[config.mk]
export PLATFORM = sky130hd
export DESIGN_NAME = matmul_result_writeback
export DESIGN_NICKNAME = d
export VERILOG_FILES = /design/src/rtl/matmul_result_writeback.sv
export SDC_FILE = /design/constraint.sdc
export NUM_CORES = 1
export LEC_CHECK = 0
export CORE_MARGIN = 4
export CORE_UTILIZATION = 30
export CTS_CLUSTER_DIAMETER = 80
export DETAILED_ROUTE_END_ITERATION = 7
export MAX_ROUTING_LAYER = met4
export SLEW_MARGIN = 20
export SYNTH_ARGS = -nofsm -noshare
export SYNTH_HDL_FRONTEND = slang
export SYNTH_SLANG_ARGS = --single-unit
[constraint.sdc]
create_clock -name clk -period 32.9 [get_ports clk]
set_clock_uncertainty 0.15 [all_clocks]
set_input_delay 8.225 -clock clk [delete_from_list [all_inputs] [get_ports clk]]
set_output_delay 8.225 -clock clk [all_outputs]
set_load 0.01 [all_outputs]
[src/rtl/matmul_result_writeback.sv]
// Captures a NUMLANES-row result matrix from the matmul array into per-lane RAMs,
// then drains it row by row to the VRF writeback port with a valid/ready handshake.
module matmul_result_writeback #(
    parameter int NUMLANES   = 8,
    parameter int DWIDTH     = 16,
    parameter int REGIDWIDTH = 8
) (
    input  logic                         clk,
    input  logic                         reset,
    input  logic                         start,
    input  logic [REGIDWIDTH-1:0]        in_dst,
    input  logic                         in_dst_we,
    input  logic [NUMLANES-1:0]          in_mask,
    input  logic [NUMLANES*DWIDTH-1:0]   c_data,
    input  logic                         c_data_available,
    output logic                         busy,
    output logic                         wb_valid,
    input  logic                         wb_ready,
    output logic [REGIDWIDTH-1:0]        wb_dst,
    output logic [NUMLANES*DWIDTH-1:0]   wb_data,
    output logic [NUMLANES-1:0]          wb_mask,
    output logic                         done,
    output logic                         overflow
);
    localparam int CW = (NUMLANES > 1) ? $clog2(NUMLANES) : 1;
    localparam logic [CW-1:0] LAST_ROW = CW'(NUMLANES - 1);

    typedef enum logic [1:0] {IDLE, ARMED, CAPTURE, DRAIN} state_t;

    state_t                  state_reg;
    logic [CW-1:0]           row_cnt_reg;
    logic [REGIDWIDTH-1:0]   dst_reg;
    logic [REGIDWIDTH-1:0]   wb_dst_reg;
    logic                    we_reg;
    logic [NUMLANES-1:0]     mask_reg;
    logic                    wb_valid_reg;
    logic                    done_reg;
    logic                    overflow_reg;

    logic                    capture_row;
    logic                    last_capture;
    logic                    accept;
    logic                    load_first;
    logic                    advance;
    logic                    rd_en;
    logic [CW-1:0]           wr_addr;
    logic [CW-1:0]           rd_addr;

    always_comb begin
        capture_row  = c_data_available &&
                       ((state_reg == ARMED) || (state_reg == CAPTURE) ||
                        ((state_reg == IDLE) && start));
        wr_addr      = (state_reg == CAPTURE) ? row_cnt_reg : '0;
        last_capture = c_data_available && (state_reg == CAPTURE) && (row_cnt_reg == LAST_ROW);
        accept       = (state_reg == DRAIN) && wb_valid_reg && wb_ready;
        // Read data is registered, so the next row is fetched on the edge that
        // enters DRAIN or accepts the current row, keeping wb_data aligned with wb_dst.
        load_first   = last_capture && we_reg;
        advance      = accept && (row_cnt_reg != LAST_ROW);
        rd_en        = load_first || advance;
        rd_addr      = load_first ? '0 : row_cnt_reg + 1'b1;
    end

    genvar gi;
    generate
        for (gi = 0; gi < NUMLANES; gi++) begin : g_lane
            logic [DWIDTH-1:0] lane_mem [NUMLANES];
            logic [DWIDTH-1:0] lane_q_reg;

            always_ff @(posedge clk) begin
                if (capture_row) begin
                    lane_mem[wr_addr] <= c_data[gi*DWIDTH +: DWIDTH];
                end
                if (rd_en) begin
                    lane_q_reg <= lane_mem[rd_addr];
                end
            end

            assign wb_data[gi*DWIDTH +: DWIDTH] = lane_q_reg;
        end
    endgenerate

    always_ff @(posedge clk) begin
        if (reset) begin
            state_reg    <= IDLE;
            row_cnt_reg  <= '0;
            dst_reg      <= '0;
            wb_dst_reg   <= '0;
            we_reg       <= 1'b0;
            mask_reg     <= '0;
            wb_valid_reg <= 1'b0;
            done_reg     <= 1'b0;
            overflow_reg <= 1'b0;
        end else begin
            done_reg <= 1'b0;
            case (state_reg)
                IDLE: begin
                    if (start) begin
                        dst_reg  <= in_dst;
                        we_reg   <= in_dst_we;
                        mask_reg <= in_mask;
                        if (c_data_available) begin
                            row_cnt_reg <= CW'(1);
                            state_reg   <= CAPTURE;
                        end else begin
                            state_reg <= ARMED;
                        end
                    end else if (c_data_available) begin
                        overflow_reg <= 1'b1;
                    end
                end
                ARMED: begin
                    if (c_data_available) begin
                        row_cnt_reg <= CW'(1);
                        state_reg   <= CAPTURE;
                    end
                end
                CAPTURE: begin
                    if (last_capture) begin
                        row_cnt_reg <= '0;
                        if (we_reg) begin
                            state_reg    <= DRAIN;
                            wb_valid_reg <= 1'b1;
                            wb_dst_reg   <= dst_reg;
                        end else begin
                            state_reg <= IDLE;
                            done_reg  <= 1'b1;
                        end
                    end else if (c_data_available) begin
                        row_cnt_reg <= row_cnt_reg + 1'b1;
                    end
                end
                DRAIN: begin
                    if (c_data_available) begin
                        overflow_reg <= 1'b1;
                    end
                    if (accept) begin
                        if (row_cnt_reg == LAST_ROW) begin
                            row_cnt_reg  <= '0;
                            wb_valid_reg <= 1'b0;
                            done_reg     <= 1'b1;
                            state_reg    <= IDLE;
                        end else begin
                            row_cnt_reg <= row_cnt_reg + 1'b1;
                            wb_dst_reg  <= wb_dst_reg + 1'b1;
                        end
                    end
                end
                default: state_reg <= IDLE;
            endcase
        end
    end

    assign busy     = (state_reg != IDLE);
    assign wb_valid = wb_valid_reg;
    assign wb_dst   = wb_dst_reg;
    assign wb_mask  = mask_reg;
    assign done     = done_reg;
    assign overflow = overflow_reg;

endmodule

Word level (Yosys, flattened, before mapping)
Memories as Yosys holds them, arrays and structs flattened. A register that Yosys moved wholly into a read port is not among the register bits.
Cells that the tools add are included.

word-level totals
  register bits = 33
  RAM bits = 1,024
  bits of input ports = 150
  logic and storage cells = 91
  memories = 8

operators by class
  add/subtract/negate cells = 2
  equality and inequality tests = 14
  muxes and demuxes = 37
  reduce and logical (&&, ||, !) cells = 21

memories
  memory              words  width  rd ports  clocked after memory_dff  write ports  RTL line  text
  g_lane[0].lane_mem  8      16     1         1                         1            67        logic [DWIDTH-1:0] lane_mem [NUMLANES];
  g_lane[1].lane_mem  8      16     1         1                         1            67
  g_lane[2].lane_mem  8      16     1         1                         1            67
  g_lane[3].lane_mem  8      16     1         1                         1            67
  g_lane[4].lane_mem  8      16     1         1                         1            67
  g_lane[5].lane_mem  8      16     1         1                         1            67
  +2 memories         --     --     --        --                        --           --

operators with widths
  cell                   count
  $mux W8                4
  $mux W3                8
  $pmux W8 S2            1
  $reduce_and A5 Y1      3
  $mux W2                7
  $ne A2 B2 Y1 const B   7
  $mux W1                12
  $pmux W3 S4            1
  $add A8 B1 Y8 const B  1
  $logic_and A1 B1 Y1    8
  $pmux W2 S4            1
  $ne A3 B3 Y1 const B   2
  $pmux W1 S2            3
  $reduce_bool A2 Y1     3
  $eq A2 B2 Y1 const B   2
  $reduce_and A2 Y1      2
  $add A3 B1 Y3 const B  1
  $eq A3 B3 Y1 const B   1
  $logic_or A1 B1 Y1     3
  $reduce_and A3 Y1      1
  $eq A2 B1 Y1 const B   1
  $logic_not A2 Y1       1
  $ne A2 B1 Y1 const B   1

Longest topological paths before layout
  word-level depth = 6
  depth in mapped cells = 10
  mapped depth without buffers = 6

Worst setup path before layout
No wires, ideal clock.

  path kind = in2reg
  start point = in start
  end point = mem g_lane[0].lane_mem[3][0], enable pin
  arrival time = 20.920 ns
  path slack = 10.901 ns
  stages on the path = 4
  path through = and2_1 -> clkbuf_1 -> o21ai_1 -> nor4_1

on the way
  longest elaborated chain between the ends = 5

ends and longest elaborated chain
  what                           RTL line  text
  from (decl)                    10        input logic start,
  $logic_and A1 B1 Y1            52        ((state_reg == IDLE) && start));
  $logic_or A1 B1 Y1             51        ((state_reg == ARMED) || (state_reg == CAPTURE) ||
  $logic_and A1 B1 Y1            50        capture_row = c_data_available &&
  $mux W1                        71        if (capture_row) begin
  $mux W1 (implied by the code)  72        lane_mem[wr_addr] <= c_data[gi*DWIDTH +: DWIDTH];
  to (decl)                      67

No other way between the ends.

Worst setup path in the final report
  start point = in c_data_available
  end point = reg g_lane[1].lane_q_reg[0], read port of g_lane[1].lane_mem, data pin

on the way
  longest elaborated chain between the ends = 4
  elaborated cells between the ends (all ways) = 5
  classes of those cells = 1 x mux; 4 x reduce/logical

ends and longest elaborated chain
  what                                           RTL line  text
  from (decl)                                    15        input logic c_data_available,
  $logic_and A1 B1 Y1 (*) (2 in a row)           54        last_capture = c_data_available && (state_reg == CAPTURE) && (row_cnt_reg == LAST_ROW);
  $logic_and A1 B1 Y1 (*)                        58        load_first = last_capture && we_reg;
  $mux W3 or $logic_or A1 B1 Y1 (tied branches)  61, 60
  to (decl)                                      68        logic [DWIDTH-1:0] lane_q_reg;

Every way passes the cells marked *; elsewhere a longest branch is shown, timed or not.
A chain may end at the register's enable or synchronous reset.

==> parameters.txt <==
Parameter                              Value

Timing
  Least setup slack across all paths after layout ... 21.17 ns
  Slew headroom ... 0.225
  Final number of setup-violating endpoints ... 0
  Final setup TNS ... 0 ns
  Unrepaired setup endpoints after global routing ... no
  Worst Tran Pin Value ... 1.16 ns
  Final period utilization ... 0.357
  FMAX ... 85.2 MHz
  Shortest clock period the worst path allows after layout ... 11.73 ns
  Number of max-slew violations in the final report ... 0
  Hold Fails Final Rpt ... 0

Clock network
  Clk_lat worst skew ... 0.78 ns
  Resize count post-CTS ... 0
  # clock sinks ... 1185
  H-tree level count ... 4
  Clk Tree Root Cell ... sky130_fd_sc_hd__clkbuf_16
  Hold bufs inserted after CTS ... 0
  Clock buffer count from CTS ... 133
  Longest Clk Path Bufs ... 3
  Reg clk slew, reported paths ... 0.06 ns
  CTS tree ... done
  Number of buffers inserted by post-CTS setup repair ... 0

Logic synthesis
  Area of the mapped netlist ... 44800 um2
  Yosys top cell area share ... 0.771
  Most used DFF post-synth ... sky130_fd_sc_hd__edfxtp_1
  Sequential area share after synthesis ... 0.786
  Most frequent cells after synthesis ... 1152 x sky130_fd_sc_hd__edfxtp_1, 255 x sky130_fd_sc_hd__o22ai_1, 224 x sky130_fd_sc_hd__o221ai_1
  Synthesized instance count ... 2608
  Post-synth EDFFs ... 1152
  Ys async rst share ... 0
  Mapped Nets ... 2766
  Syn avg cell area ... 17.2 um2
  Ys Warns ... 0
  Most area-consuming cells after synthesis ... sky130_fd_sc_hd__edfxtp_1 77%, sky130_fd_sc_hd__o221ai_1 4.4%, sky130_fd_sc_hd__o22ai_1 3.6%
  Most common cell in the netlist ... sky130_fd_sc_hd__edfxtp_1
  Cell taking the most area after synthesis ... sky130_fd_sc_hd__edfxtp_1
  Flops & latches, synth ... 1185
  Number of distinct library cell variants in the gate-level netlist after synthesis ... 50

Outcome
  Run status ... complete, no violations

Place
  Placed wire-length estimate ... 62600 um
  Worst slack after detailed placement ... 20.32 ns
  Gp weighted congestion ... 0.718
  Input/output buffers ... 297
  Placed standard-cell area ... 49800 um2
  Placed cell count ... 4676

Global route
  Global-route wire length before repair ... 174000 um
  Antenna violations before repair ... 14
  Overall global routing resource usage ... 0.152
  Number of global-route vias before repair ... 25700
  Overflow left after global routing ... 0
  Pin count of the biggest net entering global routing ... 173

Min path
  Hold path depth ... 2
  Hold Crit Class ... flip-flop to flip-flop
  Min-Delay Startpoint ... dst_reg[7]
  Min-Delay Endpoint ... dst_reg[7]

Layout
  Fraction of layout cells with a size suffix above 1 ... 0.139
  Flip-flop count of the largest register, all copies and words added ... 1024
  Post-route design area ... 54100 um2
  Number of cells in the finished layout apart from fillers ... 4927
  Net total in the final layout ... 3039
  Synthesis-to-finish area growth ... 20.5%

Critical path
  Crit path cell chain ... clkdlybuf4s50_1, nand4_4, buf_4, nand2_4, buf_4, buf_4, o22ai_1, o221ai_1
  Type of element capturing the critical path ... flip-flop
  Worst setup path category ... input pin to flip-flop
  R2R Path Start ... row_cnt_reg[0]
  Worst-path fanout max ... 88
  Endpoint of the lowest-slack register-to-register path ... g_lane[3].lane_q_reg[13]
  Cell with the largest stage delay on the worst path ... sky130_fd_sc_hd__buf_4
  Longest individual stage delay on the worst path ... 0.83 ns
  Cell with the most instances on the worst path ... sky130_fd_sc_hd__buf_4
  CP startpoint kind ... input pin
  R2R depth ... 8
  R2R Setup Slk ... 27.60 ns
  Data required time at the worst endpoint ... 33.33 ns
  Critical path data arrival time ... 12.16 ns

Floorplanning
  Vertical extent of the die ... 395 um
  Starting density of the core ... 0.303
  Number of primary I/O pins ... 298
  DIE AREA ... 156000 um2
  Number of rows created at floorplan ... 141
  Die W ... 395 um
  Total core area ... 148000 um2

Drt
  Final routed DRC violation total ... 0
  Total wire length after detailed routing ... 118000 um
  Detail Route Antenna Nets ... 0
  Iteration count of the initial detailed-routing pass ... 7
  Routed WL per cell ... 23.9 um
  Number of vias in the routed layout ... 25600
  Detailed router's first-iteration violation count ... 2315
  Mean number of vias per cell ... 5.19

Power and ir drop
  Power per cell area ... 69.0 nW/um2
  Overall Power ... 3.73 mW
  Largest vdd supply drop ... 0.0411 mV
  Static leakage ... 16.3 nW

Job
  Max-cap viol count ... 0
-- metrics by stage --
stage	hold slack, ns	utilization
after floorplan	0.282	-
after global placement	0.294	0.336
after detailed placement	0.297	0.336
after CTS	0.304	0.365
after global routing	0.318	0.365
final	0.304	0.365
-- worst max-delay path by stage --
stage	slack [ns]	startpoint	end
floorplan	10.90	start	g_lane[0].lane_mem[3][0]
finish	21.17	c_data_available	g_lane[1].lane_q_reg[0]
detailed placement	20.32	start	g_lane[7].lane_mem[2][4]
global placement	20.41	start	g_lane[7].lane_mem[2][3]
global route	20.87	start	g_lane[7].lane_mem[2][2]
CTS	21.18	start	g_lane[7].lane_mem[2][6]
-- report_power, final --
part / leakage (nW) / total (mW) / switching, mW / internal [mW]
Clock: 2.05 / 1.42 / 0.605 / 0.820
Sequential: 10.7 / 1.77 / 0.0198 / 1.75
Combinational: 3.56 / 0.541 / 0.352 / 0.189
Total: 16.3 / 3.73 / 0.977 / 2.75
-- worst max-delay path, delay by kind of cell --
kind	cells	cell delay, ns
AND/OR/NAND/NOR	2	0.68
buffers and inverters	4	2.57
AO/OA/AOI/OAI	2	0.44
-- routing by layer --
| layer | GRT usage | vias up | share of wire |
|---|---|---|---|
| met5 | - | - | 0 |
| met2 | 0.244 | 915 | 0.49 |
| met1 | 0.195 | 13100 | 0.42 |
| li1 | - | 11300 | - |
| met4 | 0.0435 | 0 | 0.020 |
| met3 | 0.0347 | 175 | 0.067 |
-- cells by family (layout without fill, tap and decap cells) --
group | Yosys count | in the layout | synth area share
multiplexers | 131 | 131 | 0.0328
AO/OA/AOI/OAI | 838 | 838 | 0.135
buffers and inverters | 222 | 598 | 0.0224
adder cells (fa/ha/maj) | 8 | 8 | 0.00223
flip-flops | 1185 | 1185 | 0.786
AND/OR/NAND/NOR | 224 | 224 | 0.0212
other | 0 | 13 | 0
-- placed cells by master (no fill, tap or decap), types with 5 or more instances in the layout --
cell                              Yosys  layout
sky130_fd_sc_hd__a211oi_1             8       8
sky130_fd_sc_hd__buf_4                8      52
sky130_fd_sc_hd__o221ai_1           224     224
sky130_fd_sc_hd__diode_2              0      13
sky130_fd_sc_hd__nor2_1               7       7
sky130_fd_sc_hd__clkinv_8             0       6
sky130_fd_sc_hd__clkdlybuf4s50_1      0     297
sky130_fd_sc_hd__bufinv_16            0       7
sky130_fd_sc_hd__dfxtp_1             33      32
sky130_fd_sc_hd__nand3_1              8       7
sky130_fd_sc_hd__a21oi_1            158     157
sky130_fd_sc_hd__nand2_1            178     177
sky130_fd_sc_hd__clkinv_2             0      20
sky130_fd_sc_hd__o221ai_2            30      30
sky130_fd_sc_hd__clkinv_1             1      33
sky130_fd_sc_hd__inv_1                7       7
sky130_fd_sc_hd__edfxtp_1          1152    1152
sky130_fd_sc_hd__o21ai_0             16      15
sky130_fd_sc_hd__a21boi_0           129     129
sky130_fd_sc_hd__ha_1                 8       7
sky130_fd_sc_hd__clkbuf_1           122      22
sky130_fd_sc_hd__o22ai_1            255     255
sky130_fd_sc_hd__inv_6                0       5
sky130_fd_sc_hd__clkbuf_16            0     136
sky130_fd_sc_hd__mux2_2             127     127
-- area by class of cell --
cell class / count / area, um2
fill: 13800 / 94100
clock inverter: 80 / 728
tap: 1930 / 2410
antenna: 13 / 32.5
timing repair buffer: 351 / 3400
clock buffer: 158 / 3490
inverter: 9 / 41.3
sequential: 1185 / 35300
multi-input combinational: 1201 / 8700
Power figures use the tool's default switching activity.
